## src/rtl/muldiv_unit.sv

```systemverilog
// Iterative RV32M multiply/divide unit: radix-2 shift-add multiply and restoring
// divide, one bit per cycle, fixed latency for every op including special cases.
module muldiv_unit #(
    parameter int XLEN = 32
) (
    input  logic            clk,
    input  logic            rst,
    input  logic            start,
    input  logic            kill,
    input  logic [2:0]      op,
    input  logic [XLEN-1:0] a,
    input  logic [XLEN-1:0] b,
    output logic            busy,
    output logic            done,
    output logic [XLEN-1:0] result
);

    localparam int CW = $clog2(XLEN);
    localparam logic [XLEN-1:0] MIN_INT = {1'b1, {(XLEN-1){1'b0}}};

    localparam logic [2:0] OP_MUL  = 3'd0;
    localparam logic [2:0] OP_DIV  = 3'd4;
    localparam logic [2:0] OP_REM  = 3'd6;

    typedef enum logic [1:0] {
        IDLE,
        RUN,
        FINISH
    } state_t;

    state_t          state_q, state_d;
    logic [CW-1:0]   cnt_q, cnt_d;
    logic [XLEN-1:0] hi_q, hi_d;
    logic [XLEN-1:0] lo_q, lo_d;
    logic [XLEN-1:0] opd_q, opd_d;
    logic [2:0]      op_q, op_d;
    logic [XLEN-1:0] a_q, a_d;
    logic [XLEN-1:0] b_q, b_d;
    logic            neg_q, neg_d;
    logic            neg_rem_q, neg_rem_d;
    logic            busy_q, busy_d;
    logic            done_q, done_d;
    logic [XLEN-1:0] result_q, result_d;

    logic            a_signed, b_signed;
    logic            sign_a, sign_b;
    logic [XLEN-1:0] mag_a, mag_b;

    logic [XLEN:0]   mul_addend, mul_sum;
    logic [XLEN:0]   div_shift, div_trial;

    logic [2*XLEN-1:0] prod, prod_fix;
    logic [XLEN-1:0]   quo_fix, rem_fix;
    logic              div_by_zero, div_overflow;
    logic [XLEN-1:0]   final_res;

    // Operand conditioning: signed ops run the datapath on magnitudes and fix the sign at the end.
    always_comb begin
        a_signed = op[2] ? ~op[0] : (op[1:0] != 2'b11);
        b_signed = op[2] ? ~op[0] : ~op[1];
        sign_a   = a_signed & a[XLEN-1];
        sign_b   = b_signed & b[XLEN-1];
        mag_a    = sign_a ? -a : a;
        mag_b    = sign_b ? -b : b;
    end

    always_comb begin
        mul_addend = lo_q[0] ? {1'b0, opd_q} : '0;
        mul_sum    = {1'b0, hi_q} + mul_addend;
        div_shift  = {hi_q, lo_q[XLEN-1]};
        div_trial  = div_shift - {1'b0, opd_q};
    end

    // Result selection; hi holds the product high half or the remainder, lo the low half or quotient.
    always_comb begin
        prod         = {hi_q, lo_q};
        prod_fix     = neg_q ? -prod : prod;
        quo_fix      = neg_q ? -lo_q : lo_q;
        rem_fix      = neg_rem_q ? -hi_q : hi_q;
        div_by_zero  = (b_q == '0);
        div_overflow = ((op_q == OP_DIV) || (op_q == OP_REM)) && (a_q == MIN_INT) && (b_q == '1);
        final_res    = '0;
        if (!op_q[2]) begin
            final_res = (op_q == OP_MUL) ? prod_fix[XLEN-1:0] : prod_fix[2*XLEN-1:XLEN];
        end else if (!op_q[1]) begin
            if (div_by_zero) begin
                final_res = '1;
            end else if (div_overflow) begin
                final_res = MIN_INT;
            end else begin
                final_res = quo_fix;
            end
        end else begin
            if (div_by_zero) begin
                final_res = a_q;
            end else if (div_overflow) begin
                final_res = '0;
            end else begin
                final_res = rem_fix;
            end
        end
    end

    always_comb begin
        state_d   = state_q;
        cnt_d     = cnt_q;
        hi_d      = hi_q;
        lo_d      = lo_q;
        opd_d     = opd_q;
        op_d      = op_q;
        a_d       = a_q;
        b_d       = b_q;
        neg_d     = neg_q;
        neg_rem_d = neg_rem_q;
        busy_d    = busy_q;
        done_d    = 1'b0;
        result_d  = result_q;
        case (state_q)
            IDLE: begin
                if (start && !kill) begin
                    state_d   = RUN;
                    busy_d    = 1'b1;
                    cnt_d     = CW'(XLEN-1);
                    op_d      = op;
                    a_d       = a;
                    b_d       = b;
                    hi_d      = '0;
                    opd_d     = op[2] ? mag_b : mag_a;
                    lo_d      = op[2] ? mag_a : mag_b;
                    neg_d     = sign_a ^ sign_b;
                    neg_rem_d = sign_a;
                end
            end
            RUN: begin
                if (kill) begin
                    state_d = IDLE;
                    busy_d  = 1'b0;
                end else begin
                    if (!op_q[2]) begin
                        hi_d = mul_sum[XLEN:1];
                        lo_d = {mul_sum[0], lo_q[XLEN-1:1]};
                    end else if (!div_trial[XLEN]) begin
                        hi_d = div_trial[XLEN-1:0];
                        lo_d = {lo_q[XLEN-2:0], 1'b1};
                    end else begin
                        hi_d = div_shift[XLEN-1:0];
                        lo_d = {lo_q[XLEN-2:0], 1'b0};
                    end
                    if (cnt_q == '0) begin
                        state_d = FINISH;
                    end else begin
                        cnt_d = cnt_q - CW'(1);
                    end
                end
            end
            FINISH: begin
                state_d = IDLE;
                busy_d  = 1'b0;
                if (!kill) begin
                    done_d   = 1'b1;
                    result_d = final_res;
                end
            end
            default: begin
                state_d = IDLE;
                busy_d  = 1'b0;
            end
        endcase
    end

    always_ff @(posedge clk or posedge rst) begin
        if (rst) begin
            state_q   <= IDLE;
            cnt_q     <= '0;
            hi_q      <= '0;
            lo_q      <= '0;
            opd_q     <= '0;
            op_q      <= '0;
            a_q       <= '0;
            b_q       <= '0;
            neg_q     <= 1'b0;
            neg_rem_q <= 1'b0;
            busy_q    <= 1'b0;
            done_q    <= 1'b0;
            result_q  <= '0;
        end else begin
            state_q   <= state_d;
            cnt_q     <= cnt_d;
            hi_q      <= hi_d;
            lo_q      <= lo_d;
            opd_q     <= opd_d;
            op_q      <= op_d;
            a_q       <= a_d;
            b_q       <= b_d;
            neg_q     <= neg_d;
            neg_rem_q <= neg_rem_d;
            busy_q    <= busy_d;
            done_q    <= done_d;
            result_q  <= result_d;
        end
    end

    assign busy   = busy_q;
    assign done   = done_q;
    assign result = result_q;

endmodule

```

## config.mk

```make
export PLATFORM = sky130hd
export DESIGN_NAME = muldiv_unit
export DESIGN_NICKNAME = d
export VERILOG_FILES = /design/src/rtl/muldiv_unit.sv
export SDC_FILE = /design/constraint.sdc
export NUM_CORES = 1
export LEC_CHECK = 0
export CAP_MARGIN = 20
export CORE_UTILIZATION = 39
export CTS_CLUSTER_DIAMETER = 60
export DETAILED_ROUTE_END_ITERATION = 16
export PLACE_DENSITY = 0.63
export SLEW_MARGIN = 20
export SYNTH_ARGS = -nofsm -noshare
export SYNTH_HDL_FRONTEND = slang
export SYNTH_SLANG_ARGS = --single-unit
```

## constraint.sdc

```tcl
create_clock -name clk -period 7.72 [get_ports clk]
set_input_delay 1.158 -clock clk [delete_from_list [all_inputs] [get_ports clk]]
set_output_delay 1.158 -clock clk [all_outputs]
set_load 0.005 [all_outputs]
```

==> parameters.txt <==
Parameter                              Value

Critical path
  Data required time at the worst endpoint ... roughly 8200 ps
  Reg-to-reg startpoint ... lo_q[31]
  Reg2Reg Setup Slack ... 3070 ps
  Family with the most delay on the worst path ... compound AO/OA/AOI/OAI gates
  Cell Chain, Critical Path ... inv_1 > ha_1 > fa_1 > nand2b_1 > a21oi_1 > o2111ai_1 > a311o_1 > o21ai_0 > a21oi_1 > xnor2_2 > buf_4 > mux2_2 > a21oi_1 > o21ai_0
  Kind of end point of the critical path ... register
  Most numerous cell on the critical path ... sky130_fd_sc_hd__a21oi_1
  Worst path slowest cell ... sky130_fd_sc_hd__xnor2_2
  Worst endpoint data arrival time ... around 5000 ps
  Crit Path Max Fanout ... 19
  Sum of buffers and inverters on the critical path ... 2
  Largest stage delay on the critical path ... roughly 800 ps
  Category of the worst setup path launch point ... register
  Critical setup path kind ... register to register
  R2R cell count ... 14
  Reg-to-Reg End ... hi_q[3]

Route
  Count of antenna-violating nets left after detailed routing ... 0
  Starting DRT DRC Count ... 2059
  Via total after detailed routing ... between 15000 and 20000
  Mean number of vias per cell ... 6.11
  Average wire length per cell after detail routing ... 24.1 um
  Detailed-router iteration count before antenna repair ... 6
  Total Wirelength ... between 70 and 80 mm
  Remaining routing DRC violations ... 0

Synthesis
  Count of unique library cells instantiated by Yosys ... 77
  Syn Nets ... 2457
  Sequential fraction of the synthesis area ... between 20 and 30%
  Main flop type after synthesis ... sky130_fd_sc_hd__dfrtp_1
  FFs w/ async S/R, synth ... 100%
  Per-instance average area after synthesis ... 7.53 um^2
  Number of flops mapped to enable cells by yosys ... 0
  Gate Count Post-Synth ... 2314
  Area of the mapped netlist ... 17400 um^2
  Number of synthesized register bits ... 206
  Count of yosys warnings during synthesis ... 0

Global routing
  Vias in the first global route ... ~17000
  Number of antenna violations at the first check in global routing ... 0
  Global-route usage over all layers ... 31.1%
  Total grt overflow ... 0
  Pin count of the biggest net entering global routing ... 137
  Global-route wire length before repair ... 106 mm

Floorplan
  Number of top-level design ports ... 105
  Total die area ... about 46000 um^2
  Standard-cell row count ... 77
  Std-Cell Core Area ... 44100 um^2
  Die X ... 213 um
  Initial Util ... 39.5%
  Y dimension of the die ... roughly 210 um

Min path
  Min-delay worst type ... register to register
  Worst hold path stage count ... 2
  Worst Hold Endpoint ... opd_q[14]
  Start point of the worst hold path ... opd_q[14]

Status
  Outcome ... completed

Timing
  Total negative setup slack ... 0 ps
  Fin Clk Skew ... 11.0 ps
  Max-slew violation count ... 0
  Post-route clock period utilization ... about three fifths
  Worst relative slew slack ... between 20% and 30%
  Number of setup violations in the final report ... 0
  Final Hold Vio Count ... 0
  Timing-limited maximum frequency ... 215 MHz
  Tightest Pin Transition ... 1100 ps
  Clock period minus final worst setup slack ... 4650 ps
  Minimum hold slack ... 477 ps
  Setup repair after global routing missed its margin ... false

Pwr
  Part of the total power dissipated in combinational logic ... 53.4%
  P per Cell Area ... approximately 350 nW/um^2
  Sequential fraction of design power ... 27.1%
  Leakage component of the power ... approximately 8.6 nW
  Internal power summed over all cells ... around 3.6 mW
  Maximum VDD drop ... 175 uV
  Power spent charging and discharging nets ... about 3.4 mW
  Switching share of power ... 49.0%
  Clock power share ... 19.5%

Clocking
  Post CTS Setup Buffer Count ... 0
  CTS clk-pin slew, worst paths ... around 60 ps
  Max clock buf depth ... 3
  Clock network latency to the later pin of the worst-skew pair ... 600 ps
  Post_cts resized ... 0
  Count of hold buffers inserted by post-cts repair ... 0
  TritonCTS clock tree ... built
  H-tree depth ... 1
  Number of clock sinks ... between 200 and 250
  Clock Tree Root ... sky130_fd_sc_hd__clkbuf_16
  Number of clock buffers inserted by TritonCTS ... 31

Cells and area
  Share of cells above drive strength 1 ... 4.99%
  Net count, final ... around 2500
  Count of antenna diodes in the layout ... 0
  Area growth from synthesis to final layout ... 14.1%

Place
  Weighted congestion reported at the end of routability-driven placement ... 0.993
  Placed wire-length estimate after detailed placement ... 53.1 mm
  Port-buffer cells ... 104

Job
  # Max-Cap Violations ... 0
cells in the mapped netlist (all sizes together) (4+ instances only):
master  number  area, um^2
nand2      373        1400
a21oi      235        1180
nor2       233         875
o21ai      212        1060
dfrtp      206        5150
clkbuf     142         533
xnor2      121        1060
xor2        78         683
ha          70         876
inv         65         244
mux2i       64         641
nor3        40         205
nor4        28         175
nand3       26         130
a21o        25         188
o211ai      25         188
a221oi      24         210
or4         24         184
o31ai       23         173
and3        21         131
nand4       20         125
o41ai       18         165
or3         17         106
a22oi       16         120
buf         16        72.6
a22o        14         123
a31oi       14        87.6
nand2b      14        87.6
nor2b       12        75.1
o21a        12        90.1
or2         10        65.1
a211oi       8        60.1
and2         8        50.1
o21bai       8        60.1
a211o        7        61.3
a221o        7        70.1
o221ai       7        61.3
mux2         5        56.3
o311ai       5        43.8
a41o         4        40.0
nand3b       4        30.0
o22ai        4        25.0
flip-flops by register name, indices dropped and copies added, names as in the netlist:
name       count
state_q        2
b_q           32
neg_rem_q      1
a_q           32
cnt_q          5
result        32
hi_q          32
opd_q         32
neg_q          1
lo_q          32
op_q           3
done           1
busy           1
cell type report:
class / count / area (um^2)
clock buffers: 39 / 856
clock inverters: 18 / 148
fillers: 4483 / 24200
inverters: 66 / 255
multi-input cells: 1884 / 11400
flip-flops and latches: 206 / 5160
well taps: 592 / 741
repair buffers: 134 / 1280
routing by layer:
layer	vias to the layer above	GRT usage (%)	share of wire, %
met4	0	11.7	4.3
met5	-	0	0
met3	144	6.20	9.9
li1	8276	-	-
met1	8631	42.9	42
met2	918	47.9	44
power groups by stage:
stage | Combinational, mW | Sequential (mW) | Clock (mW)
after floorplan | 2.87 | 1.53 | 0
after global placement | 3.60 | 1.88 | 0
after detailed placement | 3.65 | 1.89 | 0
after CTS | 3.67 | 1.87 | 1.39
after global routing | 4.11 | 1.92 | 1.43
final | 3.75 | 1.90 | 1.37
worst max path at each step:
stage	start	slack [ps]	cells after the start	endpoint
finish	lo_q[31]	3070	14	hi_q[3]
global route	lo_q[31]	2820	14	hi_q[3]
CTS	lo_q[31]	3130	14	hi_q[3]
detailed placement	b[0]	2990	10	lo_q[31]
global placement	b[0]	3080	10	lo_q[31]
floorplan	rst	940	1	a_q[0]
worst register-to-register path: stages, from the launching register on:
cell	delay, ps
sky130_fd_sc_hd__dfrtp_1	380
sky130_fd_sc_hd__inv_1	110
sky130_fd_sc_hd__ha_1	250
sky130_fd_sc_hd__fa_1	430
sky130_fd_sc_hd__nand2b_1	190
sky130_fd_sc_hd__a21oi_1	260
sky130_fd_sc_hd__o2111ai_1	220
sky130_fd_sc_hd__a311o_1	380
sky130_fd_sc_hd__o21ai_0	230
sky130_fd_sc_hd__a21oi_1	170
sky130_fd_sc_hd__xnor2_2	820
sky130_fd_sc_hd__buf_4	440
sky130_fd_sc_hd__mux2_2	380
sky130_fd_sc_hd__a21oi_1	140
sky130_fd_sc_hd__o21ai_0	110
cells in the final DEF (no fill, tap or decap), types with 17 or more instances in the layout:
cell type / instances
sky130_fd_sc_hd__nand2_1: 372
sky130_fd_sc_hd__a21oi_1: 235
sky130_fd_sc_hd__nor2_1: 229
sky130_fd_sc_hd__o21ai_0: 212
sky130_fd_sc_hd__dfrtp_1: 205
sky130_fd_sc_hd__xnor2_1: 120
sky130_fd_sc_hd__clkdlybuf4s50_1: 103
sky130_fd_sc_hd__xor2_1: 78
sky130_fd_sc_hd__ha_1: 70
sky130_fd_sc_hd__inv_1: 64
sky130_fd_sc_hd__mux2i_1: 64
sky130_fd_sc_hd__nor3_1: 39
sky130_fd_sc_hd__clkbuf_16: 31
sky130_fd_sc_hd__buf_4: 29
sky130_fd_sc_hd__nor4_1: 28
sky130_fd_sc_hd__nand3_1: 26
sky130_fd_sc_hd__a21o_1: 25
sky130_fd_sc_hd__o211ai_1: 25
sky130_fd_sc_hd__a221oi_1: 24
sky130_fd_sc_hd__o31ai_1: 23
sky130_fd_sc_hd__or4_1: 23
sky130_fd_sc_hd__and3_1: 21
sky130_fd_sc_hd__nand4_1: 20
sky130_fd_sc_hd__o41ai_1: 17
sky130_fd_sc_hd__or3_1: 17
stage by stage:
step	setup WS, ps	cells	cell area, um^2	total power [mW]	util (%)
2_1_floorplan	938	2314	17400	4.39	-
3_3_place_gp	3080	2881	18900	5.48	42.7
3_5_place_dp	2990	2881	18900	5.54	42.7
4_1_cts	3130	2938	19900	6.94	45.0
5_1_grt	2820	2939	19900	7.46	45.1
6_report	3070	2939	19900	7.03	45.1
kinds of logic after synthesis:
| group | synth area share, % |
|---|---|
| mux | 4.00 |
| compound gates | 24.5 |
| flops | 29.6 |
| fa+ha+maj | 5.25 |
| simple gates | 21.7 |
| buf+inv | 4.90 |
| xor+xnor | 10.0 |
Power figures use the tool's default switching activity.
